==> config.mk <==
export PLATFORM = sky130hd
export DESIGN_NAME = irq_controller_flat
export DESIGN_NICKNAME = d
export VERILOG_FILES = /design/src/rtl/irq_controller_if.sv /design/src/rtl/irq_controller.sv /design/src/flat_wrapper.sv
export SDC_FILE = /design/constraint.sdc
export NUM_CORES = 1
export LEC_CHECK = 0
export CORE_ASPECT_RATIO = 0.7
export CORE_MARGIN = 2
export CORE_UTILIZATION = 52
export CTS_CLUSTER_SIZE = 25
export DETAILED_ROUTE_END_ITERATION = 6
export PLACE_DENSITY = 0.83
export SETUP_SLACK_MARGIN = 0.15
export SLEW_MARGIN = 30
export SYNTH_ARGS = -nofsm -noshare
export SYNTH_HDL_FRONTEND = slang
export SYNTH_SLANG_ARGS = --single-unit
==> constraint.sdc <==
create_clock -name clk -period 3.15 [get_ports clk]
set_input_delay 0.7875 -clock clk [delete_from_list [all_inputs] [get_ports clk]]
set_output_delay 0.7875 -clock clk [all_outputs]
set_load 0.02 [all_outputs]
==> src/rtl/irq_controller_if.sv <==
// Peripheral bus and CPU interrupt handshake bundle for the D16i interrupt controller.
interface irq_controller_if;
    logic [15:0] din;
    logic [15:0] addr;
    logic        we;
    logic [15:0] dout;
    logic        cpu_irq;
    logic        cpu_ack;
    logic [15:0] vector;

    modport master (
        output din, addr, we, cpu_ack,
        input  dout, cpu_irq, vector
    );

    modport slave (
        input  din, addr, we, cpu_ack,
        output dout, cpu_irq, vector
    );
endinterface

==> src/rtl/irq_controller.sv <==
// Memory-mapped interrupt controller: latches/masks NUM_IRQ sources, requests the CPU,
// hands out BASE+index on acknowledge and holds the source in service until EOI.
module irq_controller #(
    parameter int unsigned NUM_IRQ = 8
) (
    input  logic                 clk,
    input  logic                 rst,
    irq_controller_if.slave      bus,
    input  logic [NUM_IRQ-1:0]   irq_in
);

    typedef enum logic [1:0] {StIdle, StReq, StService} state_e;

    state_e               state_q, state_d;
    logic [NUM_IRQ-1:0]   edge_pend_q, edge_pend_d;
    logic [NUM_IRQ-1:0]   enable_q, enable_d;
    logic [NUM_IRQ-1:0]   edge_sel_q, edge_sel_d;
    logic [NUM_IRQ-1:0]   in_service_q, in_service_d;
    logic [NUM_IRQ-1:0]   irq_prev_q, irq_prev_d;
    logic [15:0]          vbase_q, vbase_d;
    logic [15:0]          vector_q, vector_d;

    logic [3:0]           reg_addr;
    logic                 wr_pend, wr_en, wr_sel, wr_base, wr_eoi;
    logic [NUM_IRQ-1:0]   pending, active, rise, w1c, ack_clr;
    logic [NUM_IRQ-1:0]   win_onehot;
    logic [3:0]           win_idx;

    assign reg_addr = bus.addr[3:0];
    assign wr_pend  = bus.we && (reg_addr == 4'h0);
    assign wr_en    = bus.we && (reg_addr == 4'h1);
    assign wr_sel   = bus.we && (reg_addr == 4'h2);
    assign wr_base  = bus.we && (reg_addr == 4'h3);
    assign wr_eoi   = bus.we && (reg_addr == 4'h5);

    // Edge-mode bits come from the latched flops, level-mode bits follow the line directly.
    assign pending = (edge_pend_q & edge_sel_q) | (irq_in & ~edge_sel_q);
    assign active  = pending & enable_q;
    assign rise    = irq_in & ~irq_prev_q;
    assign w1c     = wr_pend ? bus.din[NUM_IRQ-1:0] : '0;

    // Lowest set index wins; scanning downward leaves the lowest one last.
    always_comb begin
        win_idx    = '0;
        win_onehot = '0;
        for (int i = NUM_IRQ - 1; i >= 0; i--) begin
            if (active[i]) begin
                win_idx       = 4'(i);
                win_onehot    = '0;
                win_onehot[i] = 1'b1;
            end
        end
    end

    always_comb begin
        state_d      = state_q;
        in_service_d = in_service_q;
        vector_d     = vector_q;
        ack_clr      = '0;
        unique case (state_q)
            StIdle: begin
                if (|active) state_d = StReq;
            end
            StReq: begin
                if (!(|active)) begin
                    state_d = StIdle;
                end else if (bus.cpu_ack) begin
                    vector_d     = vbase_q + 16'(win_idx);
                    in_service_d = win_onehot;
                    ack_clr      = win_onehot;
                    state_d      = StService;
                end
            end
            StService: begin
                if (wr_eoi) begin
                    in_service_d = '0;
                    state_d      = StIdle;
                end
            end
            default: state_d = StIdle;
        endcase
    end

    always_comb begin
        enable_d   = wr_en   ? bus.din[NUM_IRQ-1:0] : enable_q;
        edge_sel_d = wr_sel  ? bus.din[NUM_IRQ-1:0] : edge_sel_q;
        vbase_d    = wr_base ? bus.din : vbase_q;
        irq_prev_d = irq_in;
        // A fresh edge beats any clear; switching a bit to level drops its stale latch.
        edge_pend_d = ((edge_pend_q & ~(w1c | ack_clr)) | (rise & edge_sel_q)) & edge_sel_d;
    end

    always_ff @(posedge clk or posedge rst) begin
        if (rst) begin
            state_q      <= StIdle;
            edge_pend_q  <= '0;
            enable_q     <= '0;
            edge_sel_q   <= '0;
            in_service_q <= '0;
            irq_prev_q   <= '0;
            vbase_q      <= '0;
            vector_q     <= '0;
        end else begin
            state_q      <= state_d;
            edge_pend_q  <= edge_pend_d;
            enable_q     <= enable_d;
            edge_sel_q   <= edge_sel_d;
            in_service_q <= in_service_d;
            irq_prev_q   <= irq_prev_d;
            vbase_q      <= vbase_d;
            vector_q     <= vector_d;
        end
    end

    always_comb begin
        bus.dout = '0;
        case (reg_addr)
            4'h0:    bus.dout = 16'(pending);
            4'h1:    bus.dout = 16'(enable_q);
            4'h2:    bus.dout = 16'(edge_sel_q);
            4'h3:    bus.dout = vbase_q;
            4'h4:    bus.dout = 16'(in_service_q);
            default: bus.dout = '0;
        endcase
    end

    assign bus.cpu_irq = (state_q == StReq);
    assign bus.vector  = vector_q;

endmodule

==> src/flat_wrapper.sv <==
// flat-port wrapper written by rule: the top's interface ports become plain ports
module irq_controller_flat 
#(
    parameter int unsigned NUM_IRQ = 8
)
  (clk, rst, irq_in, bus_din, bus_addr, bus_we, bus_cpu_ack, bus_dout, bus_cpu_irq, bus_vector);
  irq_controller_if bus_i ();
  input  logic clk;
  input  logic rst;
  input  logic [NUM_IRQ-1:0] irq_in;
  input wire logic [$bits(bus_i.din)-1:0] bus_din;
  input wire logic [$bits(bus_i.addr)-1:0] bus_addr;
  input wire logic [$bits(bus_i.we)-1:0] bus_we;
  input wire logic [$bits(bus_i.cpu_ack)-1:0] bus_cpu_ack;
  output wire logic [$bits(bus_i.dout)-1:0] bus_dout;
  output wire logic [$bits(bus_i.cpu_irq)-1:0] bus_cpu_irq;
  output wire logic [$bits(bus_i.vector)-1:0] bus_vector;
  assign bus_i.din = bus_din;
  assign bus_i.addr = bus_addr;
  assign bus_i.we = bus_we;
  assign bus_i.cpu_ack = bus_cpu_ack;
  assign bus_dout = bus_i.dout;
  assign bus_cpu_irq = bus_i.cpu_irq;
  assign bus_vector = bus_i.vector;
  irq_controller #(.NUM_IRQ(NUM_IRQ)) u_core (.clk(clk), .rst(rst), .bus(bus_i), .irq_in(irq_in));
endmodule
## Word level (Yosys, flattened, before mapping)

Cells that the tools add are included.

| word-level totals | value |
|---|---|
| output and inout port bits | 33 |
| bits in writable memories | 0 |
| bits in registers | 74 |
| logic and storage cells | 77 |
| latch bits | 0 |
| input bits | 44 |
| memories kept | 0 |
| ROM bits | 0 |

| cells by class | value |
|---|---|
| bitwise gates (word level) | 13 |
| multiplexer cells | 31 |
| reductions and logical operators | 12 |
| shift-type cells | 0 |
| equality and inequality tests | 12 |
| divide/modulo/power cells | 0 |
| multipliers | 0 |
| magnitude comparators | 0 |
| add/sub/neg operators | 1 |

Operator list:

| kind | number |
|---|---|
| $mux 8 | 16 |
| $pmux 16 s5 | 1 |
| $and 8x8->8 | 7 |
| $mux 3 | 8 |
| $not 8->8 | 3 |
| $or 8x8->8 | 3 |
| $add 16x3->16 | 1 |
| $pmux 8 s2 | 1 |
| $eq 4x2->1 const B | 2 |
| $eq 4x3->1 const B | 2 |
| $mux 2 | 4 |
| $reduce_or 8->1 | 1 |
| $ne 2x1->1 const B | 3 |
| $pmux 2 s3 | 1 |
| $reduce_and 3->1 | 2 |
| $logic_and 1x1->1 | 5 |
| $eq 4x1->1 const B | 1 |
| $logic_not 4->1 | 1 |
| $reduce_and 4->1 | 1 |
| $ne 3x3->1 const B | 1 |
| $eq 2x1->1 const B | 1 |
| $eq 2x2->1 const B | 1 |
| $logic_not 2->1 | 1 |
| $ne 2x2->1 const B | 1 |
| $reduce_bool 2->1 | 1 |

## Longest topological paths before layout

| depth | value |
|---|---|
| depth after elaboration | 20 |
| mapped depth | 12 |
| depth with buffers taken out | 12 |

## Worst setup path after synthesis

OpenSTA, ideal clock, no wires.

| path | value |
|---|---|
| kind | in2reg |
| start | in irq_in[5] |
| end | reg u_core.vector_q[14] (netlist: u_core.bus.vector[14]) |
| setup time | 0.125 ns |
| slack | 0.153 ns |
| data arrival time | 2.872 ns |
| required time | 3.025 ns |
| cell stages on the path | 12 |
| cell sequence | mux2_2 > nand2_1 > o21ai_0 > nand3_1 > a31oi_1 > ha_1 > fa_1 > a21o_1 > nor2b_1 > and3_1 > xor2_1 > mux2_4 |

| on the way | value |
|---|---|
| longest elaborated chain between the ends | 10 |
| elaborated cells on any way between the ends | 12 |

RTL lines:

| element | line | text |
|---|---|---|
| start: declaration | flat_wrapper.sv:10 | `input logic [NUM_IRQ-1:0] irq_in;` |
| $and 8x8->8 (*) | irq_controller.sv:37 | `assign pending = (edge_pend_q & edge_sel_q) \| (irq_in & ~edge_sel_q);` |
| $or 8x8->8 (*) | irq_controller.sv:37 |  |
| $and 8x8->8 (*) | irq_controller.sv:38 | `assign active = pending & enable_q;` |
| $mux 3 (6 in series) | irq_controller.sv:47 | `if (active[i]) begin` |
| $add 16x3->16 | irq_controller.sv:68 | `vector_d = vbase_q + 16'(win_idx);` |
| end signal: assignment | irq_controller.sv:111 | `vector_q <= vector_d;` |
| end: declaration | irq_controller.sv:21 | `logic [15:0] vector_q, vector_d;` |

Every way passes the cells marked *; elsewhere a longest branch is shown, timed or not.
A chain may end at the register's enable or synchronous reset.

## Final worst setup path

Ends and elaborated chain as after synthesis.

==> run_summary.xml <==
<?xml version="1.0" encoding="UTF-8"?>
<metrics>
  <group name="status">
    <metric name="run_status" unit="">completed</metric>
  </group>
  <group name="critical_path">
    <metric name="cp.required" unit="ns">3.39</metric>
    <metric name="peak_fanout_along_the_critical_path" unit="">4</metric>
    <metric name="critPathArrivalTime" unit="ns">3.19</metric>
    <metric name="setup.worst_path.start" unit="">irq_in[5]</metric>
    <metric name="worst_r2r_startpoint" unit="">u_core.edge_sel_q[6]</metric>
    <metric name="setup.worst_path.end_class" unit="">flop</metric>
    <metric name="startpoint_type" unit="">input port</metric>
    <metric name="criticalPathCategory" unit="">in -&gt; reg</metric>
  </group>
  <group name="floorplan">
    <metric name="die_y" unit="um">76.89</metric>
    <metric name="die_area" unit="sq um">8313</metric>
    <metric name="coreArea" unit="sq um">7320</metric>
    <metric name="initial_core_util" unit="%">53.91</metric>
    <metric name="boundaryPins" unit="">77</metric>
    <metric name="fp.dieW" unit="um">108.1</metric>
    <metric name="std_cell_rows" unit="">26</metric>
  </group>
  <group name="timing">
    <metric name="maxSlewViolCount" unit="">0</metric>
    <metric name="timing.clock.skew" unit="ns">0.01014</metric>
    <metric name="max_slew.worst_pin.slew" unit="ns">0.5213</metric>
    <metric name="grt_setup_unrepaired" unit="">false</metric>
    <metric name="fin_tns_setup" unit="ns">0</metric>
    <metric name="max-slew-margin-rel" unit="%">65.16</metric>
    <metric name="min_period_over_period" unit="%">93.66</metric>
    <metric name="max_freq" unit="MHz">339.0</metric>
    <metric name="min_period" unit="ns">2.950</metric>
    <metric name="final_number_of_hold_violating_endpoints" unit="">0</metric>
    <metric name="finalSetupViolations" unit="">0</metric>
  </group>
  <group name="clock_tree">
    <metric name="ctsHtreeMaxLevel" unit="">3</metric>
    <metric name="clkSlewWorstSetupHoldPaths" unit="ns">0.07</metric>
    <metric name="ctsRootBufferMaster" unit="">sky130_fd_sc_hd__clkbuf_8</metric>
    <metric name="tritoncts" unit="">yes</metric>
    <metric name="ctsLongestPathBuffers" unit="">2</metric>
    <metric name="worstSkewPairLatency" unit="ns">0.36</metric>
    <metric name="clock-sinks" unit="">74</metric>
    <metric name="holdBufCountCts" unit="">0</metric>
    <metric name="numCtsBuffers" unit="">9</metric>
  </group>
  <group name="finish">
    <metric name="layout-drive-gt1-share" unit="%">38.70</metric>
    <metric name="final_cell_count_no_fill" unit="">558</metric>
    <metric name="syn_to_final_growth" unit="%">34.91</metric>
    <metric name="nNetsFinal" unit="">505</metric>
    <metric name="layout.cells.most_common_list" unit="">sky130_fd_sc_hd__dfrtp_1, sky130_fd_sc_hd__buf_4, sky130_fd_sc_hd__clkdlybuf4s50_1, sky130_fd_sc_hd__mux2_2, sky130_fd_sc_hd__nand2_1</metric>
    <metric name="layout.cells.most_common" unit="">sky130_fd_sc_hd__dfrtp_1</metric>
    <metric name="n_diodes" unit="">0</metric>
  </group>
  <group name="synthesis">
    <metric name="post_synth_edffs" unit="">0</metric>
    <metric name="synth_cells" unit="">339</metric>
    <metric name="avg_cell_area_syn" unit="sq um">11.64</metric>
    <metric name="yosys_warnings" unit="">0</metric>
    <metric name="post_synth_num_cell_types" unit="">55</metric>
    <metric name="ys_async_sr_fraction" unit="%">100.0</metric>
    <metric name="synth-main-ff-cell" unit="">sky130_fd_sc_hd__dfrtp_1</metric>
    <metric name="ys_seq_area_share" unit="%">46.92</metric>
    <metric name="yosys_register_bits" unit="">74</metric>
    <metric name="synth.net_count" unit="">387</metric>
    <metric name="syn-cell-area" unit="sq um">3946</metric>
  </group>
  <group name="run">
    <metric name="timing.max_cap.violations" unit="">0</metric>
  </group>
  <group name="global_route">
    <metric name="grt_antenna_before_repair" unit="">0</metric>
    <metric name="globalRoute.busiestLayer" unit="">met2</metric>
    <metric name="track_usage" unit="%">28.38</metric>
    <metric name="grt_first_pass_wirelength" unit="um">17860</metric>
    <metric name="maximum_number_of_pins_on_one_net_before_global_route_repair" unit="">75</metric>
    <metric name="use_met3" unit="%">6.803</metric>
    <metric name="grtUsageMet1" unit="%">39.40</metric>
    <metric name="grtUsageMet2" unit="%">44.21</metric>
    <metric name="grt_overflow_total" unit="">0</metric>
    <metric name="vias_in_the_first_global_route" unit="">3376</metric>
  </group>
  <group name="pwr">
    <metric name="ir_worst_vdd" unit="uV">394.1</metric>
    <metric name="design_power_total" unit="mW">3.539</metric>
    <metric name="cellLeakagePower" unit="nW">2.478</metric>
    <metric name="powerDensity" unit="nW/um^2">664.7</metric>
  </group>
  <group name="detailed_routing">
    <metric name="wl" unit="um">11080</metric>
    <metric name="routed_wire_length_per_instance" unit="um">19.85</metric>
    <metric name="vias" unit="">3326</metric>
    <metric name="dr.first_iter.drc_count" unit="">262</metric>
    <metric name="first_pass_iters" unit="">5</metric>
    <metric name="via_density" unit="">5.961</metric>
    <metric name="ant_nets" unit="">0</metric>
    <metric name="post-route-drc-count" unit="">0</metric>
  </group>
  <group name="placement">
    <metric name="placed_cells" unit="">536</metric>
    <metric name="dp.final_hpwl" unit="um">7664</metric>
    <metric name="buffer_ports.inserted" unit="">64</metric>
    <metric name="globalplace.congestion" unit="">0.9301</metric>
  </group>
  <group name="hold_path">
    <metric name="class_of_the_tightest_hold_or_removal_check" unit="">reg -&gt; reg</metric>
    <metric name="worst_hold_startpoint" unit="">u_core.irq_prev_q[7]</metric>
  </group>
</metrics>
## per-stage QoR
stage / utilization (%) / hold WS, ns / area (sq um) / worst slack, ns
floorplan: - / 0.4543 / 3946 / 0.1529
global placement: 68.65 / 0.4675 / 5025 / -0.4213
detailed placement: 68.65 / 0.4892 / 5025 / -0.4949
CTS: 72.19 / 0.4969 / 5284 / 0.1562
global route: 72.74 / 0.5275 / 5324 / 0.1390
finish: 72.74 / 0.5039 / 5324 / 0.1998
## area by class of cell
type                    count  area (sq um)
clock buffers              11         131.4
clock inverters             3         18.77
fillers                   502          1996
inverters                  13         48.80
multi-input cells         239          2071
flip-flops and latches     74          1852
well taps                  98         122.6
repair buffers            120          1080
## cells in the mapped netlist, types with 6 or more instances
cell                       number  area [sq um]
sky130_fd_sc_hd__a32oi_1        9         78.83
sky130_fd_sc_hd__mux2_4        16         240.2
sky130_fd_sc_hd__a31o_2         7         61.31
sky130_fd_sc_hd__mux2_2        37         416.7
sky130_fd_sc_hd__dfrtp_1       74          1852
sky130_fd_sc_hd__and2_1        11         68.82
sky130_fd_sc_hd__nor2_1        10         37.54
sky130_fd_sc_hd__nand2_1       24         90.09
sky130_fd_sc_hd__inv_1         13         48.80
sky130_fd_sc_hd__nand4_1        6         37.54
sky130_fd_sc_hd__a22oi_1        9         67.56
sky130_fd_sc_hd__xnor2_1        7         61.31
sky130_fd_sc_hd__nand3_1       17         85.08
sky130_fd_sc_hd__xor2_1         7         61.31
sky130_fd_sc_hd__o211ai_1      10         75.07
## flip-flops by register name, indices dropped and copies added (netlist names)
name,cells
u_core.bus.vector,16
u_core.state_q,2
u_core.edge_sel_q,8
u_core.vbase_q,16
u_core.irq_prev_q,8
u_core.in_service_q,8
u_core.edge_pend_q,8
u_core.enable_q,8
## cell families (layout without fill, tap and decap cells)
group,count (synthesis),in the layout,synth area share (%)
xor+xnor,14,14,3.107
compound gates,65,65,12.84
simple gates,103,103,15.69
buf+inv,26,147,3.329
fa+ha+maj,4,4,1.459
mux,53,53,16.65
flops,74,74,46.92
## report_power, final
part	internal, mW	switching, mW
clock	0.276	0.344
combinational	0.803	0.645
sequential	1.22	0.255
## worst paths after layout
path / end / slack (ns) / depth (start not counted)
worst max-delay path: u_core.bus.vector[14] / 0.20 / 13
worst min-delay path: u_core.edge_pend_q[7] / 0.50 / 2
worst max register to register: u_core.bus.vector[14] / 0.36 / 12
worst min register to register: u_core.edge_pend_q[7] / 0.50 / 2
max in group asynchronous: u_core.irq_prev_q[2] / 1.99 / 3
min in group asynchronous: u_core.bus.vector[7] / 0.82 / 3
## critical path: stages
cell                            delay [ns]
sky130_fd_sc_hd__dlygate4sd2_1        0.25
sky130_fd_sc_hd__mux2_4               0.28
sky130_fd_sc_hd__nand2_2              0.09
sky130_fd_sc_hd__o21ai_2              0.06
sky130_fd_sc_hd__nand3_1              0.06
sky130_fd_sc_hd__a31oi_1              0.10
sky130_fd_sc_hd__ha_2                 0.20
sky130_fd_sc_hd__fa_2                 0.37
sky130_fd_sc_hd__a21o_1               0.21
sky130_fd_sc_hd__nor2b_4              0.15
sky130_fd_sc_hd__and3_4               0.20
sky130_fd_sc_hd__xor2_1               0.15
sky130_fd_sc_hd__mux2_4               0.27
## per-layer routing
| layer | share of wire (%) | wire [um] |
|---|---|---|
| met1 | 43 | 4797 |
| met2 | 47 | 5170 |
| met3 | 8.5 | 939 |
| met4 | 1.5 | 167 |
| met5 | 0 | 0 |
## what timing repair did
item,in CTS,in global routing
pin swaps,9,13
cloned,1,0
setup buffers,4,3
hold endpoints to repair,0,0
setup endpoints to repair,27,19
resized for setup,90,24
Power figures use the tool's default switching activity.
